`config.mk`:
```
export PLATFORM = sky130hd
export DESIGN_NAME = serial_add_ctrl
export DESIGN_NICKNAME = d
export VERILOG_FILES = /design/src/rtl/serial_add_ctrl.sv
export SDC_FILE = /design/constraint.sdc
export NUM_CORES = 1
export LEC_CHECK = 0
export ABC_AREA = 1
export CAP_MARGIN = 20
export CORE_UTILIZATION = 53
export CTS_CLUSTER_DIAMETER = 60
export CTS_CLUSTER_SIZE = 14
export DETAILED_ROUTE_END_ITERATION = 8
export PLACE_DENSITY = 0.84
export SETUP_SLACK_MARGIN = 0.02
export SKIP_LAST_GASP = 1
export SLEW_MARGIN = 20
export SYNTH_ARGS = -nofsm -noshare
export SYNTH_HDL_FRONTEND = slang
export SYNTH_SLANG_ARGS = --single-unit
export TNS_END_PERCENT = 50
```
`constraint.sdc`:
```
create_clock -name clk -period 1.7 [get_ports clk]
set_input_delay 0.255 -clock clk [delete_from_list [all_inputs] [get_ports clk]]
set_output_delay 0.255 -clock clk [all_outputs]
set_load 0.005 [all_outputs]
```
`src/rtl/serial_add_ctrl.sv`:
```
// Bit-serial add/subtract sequencer: streams WIDTH-bit operands LSB first through
// one external combinational full-adder cell, one bit per clock.
module serial_add_ctrl #(
  parameter int WIDTH = 8
) (
  input  logic             clk,
  input  logic             rst,
  input  logic             start,
  input  logic             sub,
  input  logic [WIDTH-1:0] a,
  input  logic [WIDTH-1:0] b,
  output logic             ready,
  output logic             done,
  output logic [WIDTH-1:0] r,
  output logic             co,
  output logic             ov,
  output logic             add_a,
  output logic             add_b,
  output logic             add_ci,
  input  logic             add_r,
  input  logic             add_co
);

  localparam int CW = $clog2(WIDTH) + 1;
  localparam logic [CW-1:0] LAST = CW'(WIDTH - 1);

  typedef enum logic [1:0] {
    S_IDLE = 2'd0,
    S_RUN  = 2'd1,
    S_DONE = 2'd2
  } state_t;

  state_t           state_q, state_d;
  logic [WIDTH-1:0] opa_q, opa_d;
  logic [WIDTH-1:0] opb_q, opb_d;
  logic [WIDTH-1:0] r_q, r_d;
  logic [CW-1:0]    cnt_q, cnt_d;
  logic             carry_q, carry_d;
  logic             co_q, co_d;
  logic             ov_q, ov_d;
  logic             ready_q, ready_d;
  logic             done_q, done_d;

  // Next-state and datapath update; subtraction is a + ~b + 1 via the carry seed.
  always_comb begin
    state_d = state_q;
    opa_d   = opa_q;
    opb_d   = opb_q;
    r_d     = r_q;
    cnt_d   = cnt_q;
    carry_d = carry_q;
    co_d    = co_q;
    ov_d    = ov_q;
    case (state_q)
      S_IDLE: begin
        if (start) begin
          state_d = S_RUN;
          opa_d   = a;
          opb_d   = sub ? ~b : b;
          carry_d = sub;
          cnt_d   = '0;
          r_d     = '0;
        end else begin
          state_d = S_IDLE;
        end
      end
      S_RUN: begin
        r_d     = {add_r, r_q[WIDTH-1:1]};
        opa_d   = {1'b0, opa_q[WIDTH-1:1]};
        opb_d   = {1'b0, opb_q[WIDTH-1:1]};
        carry_d = add_co;
        cnt_d   = cnt_q + CW'(1);
        if (cnt_q == LAST) begin
          co_d    = add_co;
          ov_d    = carry_q ^ add_co;
          state_d = S_DONE;
        end else begin
          state_d = S_RUN;
        end
      end
      S_DONE: begin
        state_d = S_IDLE;
      end
      default: begin
        state_d = S_IDLE;
      end
    endcase
    ready_d = (state_d == S_IDLE);
    done_d  = (state_d == S_DONE);
  end

  // State and datapath registers with synchronous reset.
  always_ff @(posedge clk) begin
    if (rst) begin
      state_q <= S_IDLE;
      opa_q   <= '0;
      opb_q   <= '0;
      r_q     <= '0;
      cnt_q   <= '0;
      carry_q <= 1'b0;
      co_q    <= 1'b0;
      ov_q    <= 1'b0;
      ready_q <= 1'b1;
      done_q  <= 1'b0;
    end else begin
      state_q <= state_d;
      opa_q   <= opa_d;
      opb_q   <= opb_d;
      r_q     <= r_d;
      cnt_q   <= cnt_d;
      carry_q <= carry_d;
      co_q    <= co_d;
      ov_q    <= ov_d;
      ready_q <= ready_d;
      done_q  <= done_d;
    end
  end

  // Adder cell drive: zero outside RUN so the shared cell sees a quiet input.
  always_comb begin
    add_a  = 1'b0;
    add_b  = 1'b0;
    add_ci = 1'b0;
    if (state_q == S_RUN) begin
      add_a  = opa_q[0];
      add_b  = opb_q[0];
      add_ci = carry_q;
    end else begin
      add_a  = 1'b0;
      add_b  = 1'b0;
      add_ci = 1'b0;
    end
  end

  assign ready = ready_q;
  assign done  = done_q;
  assign r     = r_q;
  assign co    = co_q;
  assign ov    = ov_q;

endmodule

```
==> results.cfg <==
[floorplan]
die-area_mm2 = 0.003292
die_width_um = 57.38
coreArea_mm2 = 0.002829
io-pin-count = 37
dieHeight_um = 57.38
start_util_pct = 57.45
num_rows = 19

[route]
first_pass_iters = 6
viasPerCell = 4.984
wirelength_met1_um = 1631
wl_per_cell_um = 10.99
via_count = 1575
wl_met3_um = 163
drtIter0Drc = 90
ant_nets = 0
wirelength_um = 3473
highest_layer = met4
wl_met2_um = 1651
drc_errors = 4

[global_route]
grt_pass1_wl_um = 5892
grt_max_degree = 28
grt_pass1_vias = 1380
antenna_found_initial = 0
grt_util_all_layers_pct = 23.58
overflow = 0

[timing]
tns_ps = -27.80
fmax_mhz = 578.8
max_slew_margin_pct = 76.66
setup_ws_ps = -27.80
worst_pin_slew_ps = 349.7
fin_crit_sh_pct = 101.6
rsz0062_at_grt = yes
fin_crit_ps = 1728
finalMaxSlewViolations = 0
finClkSkew_ps = 9.690
setup_viol = 1
hold_violations = 0

[synth]
synth-seq-cells = 35
netlist_area_mm2 = 0.001625
syn_area_per_cell_um2 = 6.634
synthCells = 245
syn_nets = 268
synth_cell_types = 21
yosysWarningCount = 0
ys_seq_area_share_pct = 43.11

[setup_path]
crit_arrival_ps = 1470
critical_path.slowest_cell = clkdlybuf4s50_1
crit_path_start_kind = flip-flop
crit_chain = inv_2 -> nand2_8 -> nor2_1 -> clkdlybuf4s50_1
required_ps = 1440
crit_path_end_kind = output pin
critPathKind = reg -> out
r2r_cells = 9
max_stage_delay_ps = 500
cp_max_fo = 14

[run_status]
status = complete, but fails checks
violations = design-rule violations, negative setup slack

[clock_tree]
clock_latency_ps = 330
numClockSinks = 35
cts_buffers = 5
path_clk_slew_ps = 110
h-tree-depth = 2
postCtsHoldBufs = 0
cts-root-buf = clkbuf_4
cts_max_path_buffers = 2
cts_tree = yes

[placement]
dp.cells = 306
io_buffer_count = 36
gp_routability_congestion = 0.7928
dp_hpwl_um = 2279

[cells_and_area]
drive_above_1_share_pct = 9.123
final_core_util_pct = 73.99
insertedDiodeCount = 0
area_growth_pct = 28.79
finalNonFillerCells = 316
nets = 307

[power]
power_leakage_nw = 0.9925
power_density_mw_per_mm2 = 835.2
max-vdd-ir-drop_v = 0.0006666
total_power_mw = 1.748

[flow_run]
drv_cap = 0

[hold_path]
min_delay_path_depth = 2
hold_class = reg -> reg
## final cells by class
type	count	area [µm²]
clock buffer	6	51.30
clock inverter	2	35.03
fill	235	735.7
inverter	25	98.84
multi-input combinational	175	757.0
sequential	35	705.7
tap	31	38.79
timing repair buffer	42	406.6
## placed cells by master, fill, tap and decap left out, types with 2 or more instances in the layout
cell	netlist	routed
nand2_1	105	105
clkdlybuf4s50_1	0	34
dfxtp_1	35	33
nor2_1	25	25
inv_1	21	21
a21oi_1	13	13
o21ai_0	12	12
nand3_1	11	11
buf_4	0	6
clkbuf_4	0	5
inv_2	3	3
a21oi_2	2	2
## cell families (layout without fill, tap and decap cells)
group / Yosys count / after routing / synth area share [%]
XOR/XNOR: 2 / 2 / 1.078
AO/OA/AOI/OAI: 28 / 28 / 9.315
adder cells (fa/ha/maj): 1 / 1 / 0.7697
buffers and inverters: 35 / 75 / 10.85
AND/OR/NAND/NOR: 144 / 144 / 34.87
flip-flops: 35 / 35 / 43.11
## flip-flops by register name (all words and copies together) (netlist names)
register,count
co,1
r,8
carry_q,1
ready,1
done,1
cnt_q,4
state_q,2
ov,1
opa_q,8
opb_q,8
## layer usage
metal	GRT usage, %	vias up
met3	5.442	4
li1	-	823
met1	29.08	707
met2	38.37	41
met4	12.20	0
met5	0	-
## final timing paths
| check | from | to | slack (ps) |
|---|---|---|---|
| setup / recovery | state_q[1]$_SDFF_PP0_ | add_a | -30 |
| hold / removal | r[0]$_SDFFE_PP0P_ | r[0]$_SDFFE_PP0P_ | 470 |
| setup reg to reg | state_q[1]$_SDFF_PP0_ | opb_q[6]$_SDFFE_PP0P_ | 390 |
| hold reg to reg | r[0]$_SDFFE_PP0P_ | r[0]$_SDFFE_PP0P_ | 470 |
## power by group
group | switching (mW) | leakage, nW | internal [mW]
registers | 0.0245 | 0.287 | 0.857
logic | 0.132 | 0.657 | 0.113
clock network | 0.274 | 0.0482 | 0.348
## per-stage QoR
| stage | hold slack, ps | area (µm²) | setup WS, ps |
|---|---|---|---|
| after detailed placement | 454.1 | 1977 | 210.8 |
| after global placement | 448.7 | 1977 | 236.3 |
| after CTS | 468.6 | 2079 | -49.90 |
| after floorplan | 324.1 | 1625 | 668.0 |
| final | 466.7 | 2093 | -27.80 |
| after global routing | 499.9 | 2093 | -98.19 |
## worst max-delay path, delay by kind of cell (launching register included)
family / cells / cell delay, ps
flip-flops: 1 / 340
AND/OR/NAND/NOR: 2 / 200
buffers and inverters: 2 / 600
## synthesized netlist by cell type
master / count / area [µm²]
a21oi_1: 13 / 65.06
a21oi_2: 2 / 17.52
buf_1: 1 / 3.750
buf_2: 2 / 10.01
buf_6: 5 / 56.30
clkbuf_1: 2 / 7.510
dfxtp_1: 35 / 700.7
ha_1: 1 / 12.51
inv_1: 21 / 78.83
inv_2: 3 / 11.26
inv_6: 1 / 8.760
nand2_1: 105 / 394.1
nand2_2: 1 / 6.260
nand2_4: 1 / 11.26
nand3_1: 11 / 55.05
nor2_1: 25 / 93.84
nor2_2: 1 / 6.260
o21ai_0: 12 / 60.06
o21ai_2: 1 / 8.760
xnor2_1: 1 / 8.760
xor2_1: 1 / 8.760
## repair_timing
action,in CTS,in global routing
endpoints found under the setup margin,3,2
pin swaps,0,1
setup buffers,1,1
resized for setup,3,3
gates cloned,0,0
No activity file was read; power rests on OpenSTA's default activity.
